--- config.mk ---
export PLATFORM = sky130hd
export DESIGN_NAME = clock_step_controller
export DESIGN_NICKNAME = d
export VERILOG_FILES = /design/src/rtl/clock_step_controller.sv
export SDC_FILE = /design/constraint.sdc
export NUM_CORES = 1
export LEC_CHECK = 0
export ABC_AREA = 1
export BUFFER_PORTS_ARGS = -buffer_cell sky130_fd_sc_hd__buf_2
export CORE_UTILIZATION = 51
export CTS_CLUSTER_SIZE = 28
export DETAILED_ROUTE_END_ITERATION = 8
export PLACE_DENSITY_LB_ADDON = 0.05
export SYNTH_ARGS = -nofsm -noshare
export SYNTH_HDL_FRONTEND = slang
export SYNTH_SLANG_ARGS = --single-unit
--- constraint.sdc ---
create_clock -name clk -period 1.8 [get_ports clk]
set_input_delay 0.09 -clock clk [delete_from_list [all_inputs] [get_ports clk]]
set_output_delay 0.09 -clock clk [all_outputs]
set_load 0.005 [all_outputs]
--- src/rtl/clock_step_controller.sv ---
// Processor clock-enable controller: single-step N cycles, free run, and run-to-breakpoint.
// Breakpoint support (BP_RUN state, breakpoint register) is built only with CLOCK_STEP_BREAKPOINT_EN.
module clock_step_controller #(
  parameter int unsigned CLK_FREQ = 25000000
) (
  input  logic        clk,
  input  logic        reset,
  input  logic        cmd_valid,
  input  logic [1:0]  cmd_op,
  input  logic [31:0] cmd_arg,
  output logic        cmd_ready,
  input  logic [31:0] processor_pc,
  output logic        processor_clk_en,
  output logic        busy,
  output logic        done,
  output logic        err,
  output logic [31:0] cycles_elapsed
);
  // state  | meaning
  // IDLE   | processor halted, waiting for a command
  // STEP   | processor enabled for a fixed number of cycles
  // RUN    | processor enabled until STOP
  // BP_RUN | processor enabled until PC hits the breakpoint or STOP
  // FINISH | single cycle of done, commands refused

  localparam logic [1:0] OP_STOP   = 2'b00;
  localparam logic [1:0] OP_STEP   = 2'b01;
  localparam logic [1:0] OP_RUN    = 2'b10;
  localparam logic [1:0] OP_RUN_BP = 2'b11;

  localparam logic [31:0] unused_clk_freq = CLK_FREQ;

`ifdef CLOCK_STEP_BREAKPOINT_EN
  typedef enum logic [2:0] {S_IDLE, S_STEP, S_RUN, S_BP_RUN, S_FINISH} state_t;
  logic [31:0] breakpoint;
`else
  typedef enum logic [2:0] {S_IDLE, S_STEP, S_RUN, S_FINISH} state_t;
  logic unused_pc;
  assign unused_pc = ^processor_pc;
`endif

  state_t      state;
  logic [31:0] remaining;
  logic        accept;
  logic        stop_cmd;
  logic        term_hit;

  assign accept   = cmd_valid & cmd_ready;
  assign stop_cmd = (cmd_op == OP_STOP);

  // Natural end of an operation: last step cycle, or the PC reaching the breakpoint.
  always_comb begin
    term_hit = 1'b0;
    if (state == S_STEP) term_hit = (remaining == 32'd1);
`ifdef CLOCK_STEP_BREAKPOINT_EN
    if (state == S_BP_RUN) term_hit = processor_clk_en && (processor_pc == breakpoint);
`endif
  end

  always_ff @(posedge clk or negedge reset) begin
    if (!reset) begin
      state            <= S_IDLE;
      cmd_ready        <= 1'b1;
      processor_clk_en <= 1'b0;
      busy             <= 1'b0;
      done             <= 1'b0;
      err              <= 1'b0;
      cycles_elapsed   <= '0;
      remaining        <= '0;
`ifdef CLOCK_STEP_BREAKPOINT_EN
      breakpoint       <= '0;
`endif
    end else begin
      done <= 1'b0;
      err  <= 1'b0;
      if (processor_clk_en && (cycles_elapsed != 32'hFFFF_FFFF))
        cycles_elapsed <= cycles_elapsed + 32'd1;
      case (state)
        S_IDLE: begin
          if (accept) begin
            case (cmd_op)
              OP_STEP: begin
                cycles_elapsed <= '0;
                if (cmd_arg == '0) begin
                  state     <= S_FINISH;
                  done      <= 1'b1;
                  cmd_ready <= 1'b0;
                end else begin
                  state            <= S_STEP;
                  remaining        <= cmd_arg;
                  processor_clk_en <= 1'b1;
                  busy             <= 1'b1;
                end
              end
              OP_RUN: begin
                cycles_elapsed   <= '0;
                state            <= S_RUN;
                processor_clk_en <= 1'b1;
                busy             <= 1'b1;
              end
              OP_RUN_BP: begin
`ifdef CLOCK_STEP_BREAKPOINT_EN
                cycles_elapsed   <= '0;
                breakpoint       <= cmd_arg;
                state            <= S_BP_RUN;
                processor_clk_en <= 1'b1;
                busy             <= 1'b1;
`else
                err <= 1'b1;
`endif
              end
              default: ;
            endcase
          end
        end
        S_FINISH: begin
          state     <= S_IDLE;
          cmd_ready <= 1'b1;
        end
        default: begin
          if (state == S_STEP) remaining <= remaining - 32'd1;
          // A new operation while one is running is refused; the running one is untouched.
          if (accept && !stop_cmd) err <= 1'b1;
          if (term_hit || (accept && stop_cmd)) begin
            state            <= S_FINISH;
            processor_clk_en <= 1'b0;
            busy             <= 1'b0;
            done             <= 1'b1;
            cmd_ready        <= 1'b0;
            remaining        <= '0;
          end
        end
      endcase
    end
  end
endmodule
==> results.ini <==
[synth]
synth_top_cell_area_share = 0.324
yosys.area_share.simple = 0.429
synth.area.top_cells = dfrtp_1 32%, nand2_1 19%, nor2_1 10%
synth_compound_area_frac = 0.0856
synth_top_family_by_area = simple AND/OR/NAND/NOR gates
avgSynthCellArea_um2 = 6.47
muxShareOfSynthArea = 0
netlist_instances = 824
yosys.area.top_type = dfrtp_1
yosysWarningCount = 0
ys_seq_area_frac = 0.329
ys_ff_latch = 70
synth_fa_ha_area_frac = 0.0235
syn-cell-area_mm2 = 0.00533
synth_nets = 903
synth_cell_types = 40
synth_xor_area_frac = 0.0427

[placement]
port_buffers = 73
gp_congestion = 0.882
dpl_cell_area_mm2 = 0.00615
dp_hpwl_um = 11300

[setup_path]
critPathKind = reg -> reg
arrival_ns = 1.97
reg2regPathDepth = 11
start_kind = flip-flop
required_ns = 2.04
worstPathMaxFanout = 16
rrSetupSlack_ns = 0.07
end_kind = flip-flop

[power_and_ir_drop]
ir_worst_vdd_uv = 788
p_leak_nw = 3.44
power_density_mw_per_mm2 = 1570

[final_layout]
drive_above_1_share = 0.248
area_growth_pct = 25.9
n_antenna_cell = 0
final_common_cell = nand2_1
layout.nets = 1027
finalInstanceArea_mm2 = 0.00672
final_cell_mix = 270 x nand2_1, 129 x nor2_1, 82 x inv_1, 73 x buf_2, 65 x dfrtp_1

[global_route]
antenna_found_initial = 0
grt_overflow = 0
gr-usage-all-layers = 0.289
grt_pass1_wl_um = 25200
grt_pass1_vias = 5497
grt_max_degree = 71

[flow_run]
maxCapViolCount = 0

[cts]
clk_path_buf_depth = 2
cts_root_buf = clkbuf_8
cts.clk_slew.worst_paths_ns = 0.07
cts_tree = built
cts_max_level = 3
clkSinkCount = 70
clk_latency_ns = 0.36
cts_made_buffers = 9

[die]
rows = 36
initial_utilization = 0.536
die_y_um = 104
core_mm2 = 0.00995
ios = 106
die_area_mm2 = 0.0109
die_w_um = 104

[drt]
drtIter0Drc = 288
dr.pass1.iters = 5
num_vias = 5747
antenna_left = 0
viasPerCell = 5.30
wl_per_cell_um = 14.5
wirelength_um = 15700
drc = 0

[timing]
setup_tns_ns = 0
tightest_slew_ns = 0.484
worst_hold_slack_ns = 0.0373
fin_skew_ns = 0.00723
fin_crit_sh = 0.960
maxSlewViolCount = 0
rsz0062_at_grt = yes
finalHoldViolations = 0
setup_violations = 0
max-slew-margin-rel = 0.677
max_freq_mhz = 578
period_needed_ns = 1.73

[outcome]
status = finished, final reports clean

[min_path]
hold_depth = 5
min_path_type = in -> reg

-- layer usage --
layer / GRT usage / vias to the layer above / wire (µm)
li1: - / 2842 / -
met2: 0.521 / 175 / 8030
met3: 0.0382 / 28 / 761
met5: 0 / - / 0
met1: 0.344 / 2702 / 6490
met4: 0.123 / 0 / 467
-- logic make-up after synthesis --
group                    Yosys count
AO/OA/AOI/OAI                     78
XOR/XNOR                          26
adder cells (fa/ha/maj)           10
buffers and inverters            112
flip-flops                        70
AND/OR/NAND/NOR                  528
-- registers in the layout (all words and copies together) (netlist names) --
signal	flops
state	2
cmd_ready	1
remaining	32
done	1
busy	1
err	1
cycles_elapsed	32
-- where the power goes --
part           total, mW  internal [mW]  switching [mW]
Combinational       6.31           2.66            3.65
Sequential          2.83           2.17           0.667
Clock               1.39          0.744           0.644
-- path summary, 6_finish.rpt --
kind,startpoint,to
worst max-delay path,remaining[9]$_DFFE_PN0P_,remaining[7]$_DFFE_PN0P_
worst min-delay path,cmd_arg[19],remaining[19]$_DFFE_PN0P_
worst max register to register,remaining[9]$_DFFE_PN0P_,remaining[7]$_DFFE_PN0P_
worst min register to register,cmd_ready$_DFFE_PN1P_,cmd_ready$_DFFE_PN1P_
max in group asynchronous,reset,cmd_ready$_DFFE_PN1P_
min in group asynchronous,reset,cycles_elapsed[4]$_DFF_PN0_
-- metrics by stage --
step	utilization	setup WS (ns)	cells	total power, mW
4_1_cts	0.646	0.0109	1076	9.89
3_5_place_dp	0.618	-0.0199	1058	8.24
6_report	0.675	0.0712	1085	10.5
2_1_floorplan	-	0.0958	824	6.37
3_3_place_gp	0.618	0.0295	1058	8.09
5_1_grt	0.675	-0.0588	1085	11.3
-- critical path, stage by stage (launching register included) --
cell	delay, ns
dfrtp_1	0.43
nor2_2	0.17
nand2_1	0.10
inv_2	0.06
nand2_1	0.08
nor2_2	0.14
nand2_2	0.10
nand3_4	0.13
buf_12	0.17
o21ai_1	0.08
nand2_1	0.07
o21ai_0	0.07
-- area by class of cell --
| type | instances | area [µm²] |
|---|---|---|
| Clock buffer | 12 | 165 |
| Clock inverter | 3 | 42.5 |
| Fill cell | 884 | 3240 |
| Inverter | 93 | 352 |
| Multi-Input combinational cell | 644 | 3330 |
| Sequential cell | 70 | 1760 |
| Tap cell | 133 | 166 |
| Timing Repair Buffer | 130 | 905 |
-- synth_stat cells, drive strengths merged --
library cell  instances
o22ai                 8
and3                  2
nand4                14
clkbuf                4
buf                  15
or2                   2
nor4                  2
xor2                 20
a21boi                6
nand2               286
o21a                  1
o31ai                 1
and2                  1
o21bai                3
dfstp                 1
a211oi                1
a21oi                23
nand3b                4
ha                   10
xnor2                 6
inv                  93
dfrtp                69
nor2                158
nand3                45
o21ai                35
nor3                 14
-- what timing repair did --
action,CTS,global route
resized for setup,7,68
hold buffers,1,0
setup endpoints to repair,5,52
buffers inserted,1,6
hold endpoints to repair,69,0
gates cloned,1,3
pin swaps,3,19
(Power assumes the default switching activity.)
